===== src/rtl/muldiv_unit.sv =====
// Multi-cycle multiply/divide unit that owns the architectural HI/LO registers.
// Radix-2 shift-add multiply and restoring divide on operand magnitudes, one step per cycle.
module muldiv_unit #(
   parameter int unsigned WIDTH = 32
) (
   input  logic             clk,
   input  logic             reset,
   input  logic             start,
   input  logic [2:0]       op,
   input  logic [WIDTH-1:0] rs_data,
   input  logic [WIDTH-1:0] rt_data,
   output logic             busy,
   output logic             done,
   output logic             div_by_zero,
   output logic [WIDTH-1:0] hi,
   output logic [WIDTH-1:0] lo
);

   localparam int unsigned CntW = $clog2(WIDTH + 1);

   localparam logic [2:0] OpMult  = 3'd0;
   localparam logic [2:0] OpMultu = 3'd1;
   localparam logic [2:0] OpDiv   = 3'd2;
   localparam logic [2:0] OpDivu  = 3'd3;
   localparam logic [2:0] OpMthi  = 3'd4;
   localparam logic [2:0] OpMtlo  = 3'd5;

   typedef enum logic [1:0] {StIdle, StCalc, StFix} state_e;

   state_e              state_q;
   logic [CntW-1:0]     cnt_q;
   logic                busy_q;
   logic                done_q;
   logic                dbz_out_q;
   logic                div_q;
   logic                neg_a_q;
   logic                neg_b_q;
   logic                zero_q;
   logic [WIDTH-1:0]    opa_q;
   logic [WIDTH-1:0]    opb_q;
   logic [2*WIDTH-1:0]  acc_q;
   logic [WIDTH-1:0]    hi_q;
   logic [WIDTH-1:0]    lo_q;

   // Operand decode in IDLE
   logic             op_signed;
   logic             op_div;
   logic             rs_neg;
   logic             rt_neg;
   logic [WIDTH-1:0] rs_mag;
   logic [WIDTH-1:0] rt_mag;

   always_comb begin
      op_signed = (op == OpMult) || (op == OpDiv);
      op_div    = (op == OpDiv) || (op == OpDivu);
      rs_neg    = op_signed && rs_data[WIDTH-1];
      rt_neg    = op_signed && rt_data[WIDTH-1];
      rs_mag    = rs_neg ? -rs_data : rs_data;
      rt_mag    = rt_neg ? -rt_data : rt_data;
   end

   // One iteration of each algorithm. For divide, acc holds {remainder, dividend/quotient}.
   logic [WIDTH:0]     mul_sum;
   logic [2*WIDTH-1:0] mul_next;
   logic [WIDTH:0]     div_shift;
   logic [WIDTH:0]     div_diff;
   logic [2*WIDTH-1:0] div_next;

   always_comb begin
      mul_sum   = {1'b0, acc_q[2*WIDTH-1:WIDTH]} + (acc_q[0] ? {1'b0, opa_q} : '0);
      mul_next  = {mul_sum, acc_q[WIDTH-1:1]};
      div_shift = acc_q[2*WIDTH-1:WIDTH-1];
      div_diff  = div_shift - {1'b0, opb_q};
      if (div_diff[WIDTH]) begin
         div_next = {div_shift[WIDTH-1:0], acc_q[WIDTH-2:0], 1'b0};
      end else begin
         div_next = {div_diff[WIDTH-1:0], acc_q[WIDTH-2:0], 1'b1};
      end
   end

   // Sign correction applied in FIX
   logic [2*WIDTH-1:0] prod_fix;
   logic [WIDTH-1:0]   quo_fix;
   logic [WIDTH-1:0]   rem_fix;
   logic [WIDTH-1:0]   fix_hi;
   logic [WIDTH-1:0]   fix_lo;

   always_comb begin
      prod_fix = (neg_a_q ^ neg_b_q) ? -acc_q : acc_q;
      quo_fix  = (neg_a_q ^ neg_b_q) ? -acc_q[WIDTH-1:0] : acc_q[WIDTH-1:0];
      rem_fix  = neg_a_q ? -acc_q[2*WIDTH-1:WIDTH] : acc_q[2*WIDTH-1:WIDTH];
      if (!div_q) begin
         fix_hi = prod_fix[2*WIDTH-1:WIDTH];
         fix_lo = prod_fix[WIDTH-1:0];
      end else if (zero_q) begin
         // Restores the raw dividend from its magnitude and sign
         fix_hi = neg_a_q ? -opa_q : opa_q;
         fix_lo = '1;
      end else begin
         fix_hi = rem_fix;
         fix_lo = quo_fix;
      end
   end

   always_ff @(posedge clk or posedge reset) begin
      if (reset) begin
         state_q   <= StIdle;
         cnt_q     <= '0;
         busy_q    <= 1'b0;
         done_q    <= 1'b0;
         dbz_out_q <= 1'b0;
         div_q     <= 1'b0;
         neg_a_q   <= 1'b0;
         neg_b_q   <= 1'b0;
         zero_q    <= 1'b0;
         opa_q     <= '0;
         opb_q     <= '0;
         acc_q     <= '0;
         hi_q      <= '0;
         lo_q      <= '0;
      end else begin
         done_q    <= 1'b0;
         dbz_out_q <= 1'b0;
         unique case (state_q)
            StIdle: begin
               if (start) begin
                  case (op)
                     OpMult, OpMultu, OpDiv, OpDivu: begin
                        state_q <= StCalc;
                        busy_q  <= 1'b1;
                        cnt_q   <= CntW'(WIDTH);
                        div_q   <= op_div;
                        neg_a_q <= rs_neg;
                        neg_b_q <= rt_neg;
                        zero_q  <= op_div && (rt_data == '0);
                        opa_q   <= rs_mag;
                        opb_q   <= rt_mag;
                        acc_q   <= op_div ? {{WIDTH{1'b0}}, rs_mag} : {{WIDTH{1'b0}}, rt_mag};
                     end
                     OpMthi:  hi_q <= rs_data;
                     OpMtlo:  lo_q <= rs_data;
                     default: ;
                  endcase
               end
            end
            StCalc: begin
               acc_q <= div_q ? div_next : mul_next;
               cnt_q <= cnt_q - CntW'(1);
               if (cnt_q == CntW'(1)) begin
                  state_q <= StFix;
               end
            end
            StFix: begin
               hi_q      <= fix_hi;
               lo_q      <= fix_lo;
               done_q    <= 1'b1;
               dbz_out_q <= zero_q;
               busy_q    <= 1'b0;
               state_q   <= StIdle;
            end
            default: begin
               state_q <= StIdle;
               busy_q  <= 1'b0;
            end
         endcase
      end
   end

   assign busy        = busy_q;
   assign done        = done_q;
   assign div_by_zero = dbz_out_q;
   assign hi          = hi_q;
   assign lo          = lo_q;

endmodule


===== config.mk =====
export PLATFORM = sky130hd
export DESIGN_NAME = muldiv_unit
export DESIGN_NICKNAME = d
export VERILOG_FILES = /design/src/rtl/muldiv_unit.sv
export SDC_FILE = /design/constraint.sdc
export NUM_CORES = 1
export LEC_CHECK = 0
export ABC_CLOCK_PERIOD_IN_PS = 15600
export CAP_MARGIN = 20
export CORE_UTILIZATION = 39
export CTS_BUF_LIST = sky130_fd_sc_hd__clkbuf_2
export CTS_CLUSTER_DIAMETER = 50
export DETAILED_ROUTE_END_ITERATION = 7
export PLACE_DENSITY = 0.55
export SYNTH_ARGS = -nofsm -noshare
export SYNTH_HDL_FRONTEND = slang
export SYNTH_SLANG_ARGS = --single-unit

===== constraint.sdc =====
create_clock -name clk -period 15.6 [get_ports clk]
set_input_delay 3.12 -clock clk [delete_from_list [all_inputs] [get_ports clk]]
set_output_delay 3.12 -clock clk [all_outputs]
set_load 0.02 [all_outputs]

Yosys cells after proc, flatten, opt, wreduce, memory -nomap -nowiden
Index checks and enable logic that the tools add are counted.
W data, S select, Z words.

storage, ports and cells
  word-level logic and storage cells = 90
  register bits = 207

operators by class
  reductions and logical operators = 17
  bitwise logic cells = 2
  $add $sub $neg = 9
  mux-type cells = 35
  equal/unequal tests = 13

operators by type and width
  kind                   number
  $mux W32               15
  $mux W64               5
  $neg A32 Y32           5
  $pmux W32 S2           2
  $pmux W64 S2           1
  $neg A64 Y64           1
  $add A32 B32 Y33       1
  $sub A33 B32 Y33       1
  $logic_not A32 Y1      1
  $reduce_and A3 Y1      6
  $mux W6                2
  $pmux W6 S2            1
  $eq A3 B2 Y1 const B   2
  $eq A3 B3 Y1 const B   2
  $eq A6 B1 Y1 const B   1
  $mux W2                3
  $ne A2 B1 Y1 const B   3
  $sub A6 B1 Y6 const B  1
  $mux W1                4
  $ne A2 B2 Y1 const B   2
  $pmux W2 S2            1
  $reduce_bool A2 Y1     2
  $reduce_or A4 Y1       1
  $eq A3 B1 Y1 const B   1
  9 further kinds        12

Logic depth before layout (Yosys ltp)
  depth in word-level cells = 8
  gate-level depth with buffers = 16
  gate-level depth less buffers = 14

Worst setup path before layout
Ideal clock, no wire load.

  kind = input -> register
  start point = in rs_data[17]
  end point = reg acc_q[30]
  required time = 15474 ps
  library setup time = 126 ps
  path slack = 9930 ps
  data arrival time = 5544 ps
  stages = 8
  cells stage by stage = or4_4 > or4b_4 > or4_4 > o31ai_2 > o21ai_2 > xnor2_2 > mux2i_1 > a221o_1

between the ends
  longest elaborated chain between the ends = 6

ends and longest elaborated chain
  item                    RTL line  RTL
  start: declaration      10        input logic [WIDTH-1:0] rs_data,
  $neg A32 Y32            58        rs_mag = rs_neg ? -rs_data : rs_data;
  $mux W32                58
  $mux W32                138       acc_q <= op_div ? {{WIDTH{1'b0}}, rs_mag} : {{WIDTH{1'b0}}, rt_mag};
  $mux W64                127       case (op)
  $mux W64                126       if (start) begin
  $pmux W64 S2            124       unique case (state_q)
  end signal: assignment  138
  end signal: assignment  147       acc_q <= div_q ? div_next : mul_next;
  end: declaration        41        logic [2*WIDTH-1:0] acc_q;

Every way passes these cells. The select of a mux whose other input is x is not followed.
A chain may end at the register's enable or synchronous reset.

Final worst setup path
  start point = in rs_data[3]
  end point = reg acc_q[30]

Same word-level chain as after synthesis.

==> parameters.txt <==
Parameter                              Value

STA
  Total Negative Setup Slacks ... 0 ns
  Worst-case headroom to the max-slew limit ... 28.6%
  Achievable Freq ... 179 MHz
  Final Critical Period ... 5.59 ns
  Setup repair after global routing missed its margin ... false
  Final clock period utilization by the worst path ... 35.8%
  Pins Over Slew Limit ... 0
  Final Hold Viols ... 0
  Transition time of the tightest slew-check pin ... 1.06 ns
  Final worst clock skew ... 0.155 ns
  Number of failing setup endpoints in the final timing report ... 0

Setup path
  Data required time at the worst endpoint ... 16.53 ns
  Critical path's slowest cell ... sky130_fd_sc_hd__o31ai_2
  Highest fanout seen on the critical path ... 7
  Destination of the critical timing path ... acc_q[30]
  Worst r2r src ... acc_q[0]
  Worst reg-to-reg setup slack ... 10.91 ns
  Crit start category ... primary input
  Reg-to-reg endpoint ... acc_q[61]
  Type of element capturing the critical path ... register
  Classification of the worst setup path ... in -> reg
  Sum of buffers and inverters on the critical path ... 1
  Critical path's top delay family ... simple AND/OR/NAND/NOR gates
  Launching instance or port of the critical path ... rs_data[3]
  Worst EP arrival ... 6.52 ns
  Total number of cells along the worst setup path ... 9
  Number of cells on the worst reg-to-reg path ... 14
  Cells along the critical path ... clkdlybuf4s50_1, or3_1, nor3b_1, nand3_1, o31ai_2, o21ai_2, xnor2_2, mux2i_1, a221o_1
  Slowest Stage Delay on Critical Path ... 0.54 ns

Synth
  Number of different library cells in the post-synthesis netlist ... 86
  Nets in the synthesized netlist ... 2366
  Dominant register cell in the synthesized netlist ... sky130_fd_sc_hd__dfrtp_1
  Fraction of the yosys area taken by sequential cells ... 29.6%
  Avg Synthesized Cell Area ... 7.88 µm²
  Mapped Cells ... 2223
  Flip-flop and latch count after synthesis ... 207
  Count of flip-flops with a built-in enable after synthesis ... 0
  Async SR Flop Fraction ... 100%
  Total of warnings raised by yosys ... 0
  Post-synth design cell area ... 17500 µm²

Power
  Switch Pwr ... 0.00249 W
  Fraction of power consumed by combinational cells ... 65.2%
  Pwr/cell area ... 239 nW/µm²
  Share of total power in sequential cells ... 25.6%
  P_int ... 0.00224 W
  Clock share of power ... 9.3%
  Leak ... 8.18 nW
  Switching share of total power ... 52.7%
  Largest vdd supply drop ... 0.0948 mV

Finish
  Register area ... 5180 µm²
  Top library cells by usage in the layout, fill and taps aside ... sky130_fd_sc_hd__nand2_1, sky130_fd_sc_hd__o21ai_0, sky130_fd_sc_hd__dfrtp_1, sky130_fd_sc_hd__a21oi_1, sky130_fd_sc_hd__nor2_1
  Number of standard cells in the layout, taps in and fillers out ... 2919
  Commonest non-fill, non-tap cell in the layout ... sky130_fd_sc_hd__nand2_1
  Growth of design area from synthesis to finish ... 12.9%
  Footprint of the multi-input gates ... 11400 µm²
  Share of layout cells above drive strength 1 ... 7.14%
  Number of fillers in the final layout ... 4525
  Final nets ... 2426

Flow run
  Count of maximum capacitance violations ... 0

Drt
  First-pass detailed-route iteration total ... 5
  Total via count in the routed design ... 17767
  Vias per cell ... 6.09
  Iteration-0 DRC count of the detailed router ... 1576
  DRC violations left ... 0
  ANT nets after route ... 0
  Per-cell routed wire length ... 24.7 µm
  Total wire length ... 72100 µm

Global routing
  Global-route wire length before repair ... 108000 µm
  Gr ovfl total ... 0
  Total Routing Usage GR ... 30.9%
  Number of global-route vias before repair ... 16879
  Antenna violations before repair ... 1
  Pin count of the biggest net entering global routing ... 97

Placed design
  Detailed Place HPWL ... 54600 µm
  Dpl cells ... 2814
  Global placement routability congestion ... 0.982
  Number of buffer cells added on primary ports ... 136

Clocking
  Maximum count of clock buffers along a single path ... 3
  Clock tree from TritonCTS ... yes
  CTS buffer count ... 59
  Clock network latency to the later pin of the worst-skew pair ... 1.11 ns
  Hold_buf cts ... 0
  Clock slew at the register clock pins of the worst setup and hold paths ... 0.10 ns
  Post-cts repair resize count ... 0
  CTS Root Cell ... sky130_fd_sc_hd__clkbuf_2
  Post-CTS Setup Inserts ... 0
  Sinks on the clock net ... 207
  Maximum level of the CTS H-tree ... 2

Floorplanning
  I/O pins ... 137
  # rows ... 77
  Initial core utilization ... 39.6%
  Die width ... 214 µm
  Die Area ... 45800 µm²
  Core footprint ... 44200 µm²
  Vertical die dimension ... 214 µm

Hold path
  HP Class ... reg -> reg

Outcome
  Result of the run ... finished, final reports clean
## layer usage
layer / track usage, % / up-vias / wire, µm
li1: - / 8191 / -
met1: 42.5 / 8723 / 32200
met2: 49.5 / 730 / 32900
met3: 3.78 / 123 / 4500
met4: 11.9 / 0 / 2530
met5: 0 / - / 0
## registers in the layout, summed over array words and instances, names as in the netlist
register,flops
hi,32
busy,1
opb_q,32
state_q,2
div_q,1
done,1
zero_q,1
div_by_zero,1
acc_q,64
neg_a_q,1
lo,32
opa_q,32
cnt_q,6
neg_b_q,1
## area by class of cell
class                   instances  share of cell area, %
multi-input cells            1780                   57.7
flip-flops and latches        207                   26.2
repair buffers                164                   8.15
well taps                     592                   3.75
clock buffers                  93                   2.35
inverters                      71                   1.39
clock inverters                11                  0.411
diodes                          1                 0.0127
## how the worst min path moves through the flow
stage | startpoint | to | cells after the start
after floorplan | cnt_q[4] | cnt_q[4] | 1
after global placement | opb_q[29] | opb_q[29] | 2
after detailed placement | lo[29] | lo[29] | 2
after CTS | cnt_q[4] | cnt_q[4] | 1
after global routing | lo[15] | lo[15] | 2
final | cnt_q[4] | cnt_q[4] | 1
## metrics by stage
stage	hold slack, ns	total power, W	cell area, µm²	util [%]	setup slack (ns)
4_1_cts	0.493	0.00470	19800	44.7	10.18
3_3_place_gp	0.465	0.00420	19200	43.3	9.09
2_1_floorplan	0.447	0.00326	17500	-	6.83
6_report	0.489	0.00473	19800	44.7	10.01
3_5_place_dp	0.474	0.00425	19200	43.5	9.02
5_1_grt	0.518	0.00509	19800	44.7	9.96
## power groups by stage
stage               combinational (W)  sequential, W  clock (W)
floorplan                     0.00224        0.00103          0
global placement              0.00299        0.00121          0
detailed placement            0.00304        0.00121          0
CTS                           0.00305        0.00120   0.000452
global route                  0.00337        0.00124   0.000477
finish                        0.00308        0.00121   0.000438
## cell families after synthesis
| logic type | share of synthesized area (%) |
|---|---|
| fa+ha+maj | 5.30 |
| compound gates | 26.4 |
| xor+xnor | 11.0 |
| mux | 3.16 |
| flops | 29.6 |
| simple gates | 19.0 |
| buf+inv | 5.50 |
## synthesized netlist by cell type, drive strengths merged, types with 11 or more instances
master	instances	share of area, %
a211oi	37	1.6
a21o	31	1.3
a21oi	149	4.3
a221oi	11	0.55
a22oi	33	1.4
a31oi	41	1.5
and2	42	1.5
and3	19	0.69
buf	20	0.54
clkbuf	145	3.4
dfrtp	207	30
ha	71	5.1
inv	71	1.5
mux2i	53	3.0
nand2	258	5.5
nand2b	22	0.79
nand3	48	1.4
nand4	11	0.39
nor2	144	3.1
nor2b	12	0.43
nor3	39	1.1
nor4	18	0.71
o211ai	25	1.1
o21a	11	0.47
o21ai	258	7.4
o221ai	15	0.75
o22ai	38	1.4
o31ai	33	1.4
o41ai	13	0.76
or3	21	0.78
or4	23	1.0
xnor2	113	5.7
xor2	106	5.3
Power figures use the tool's default switching activity.
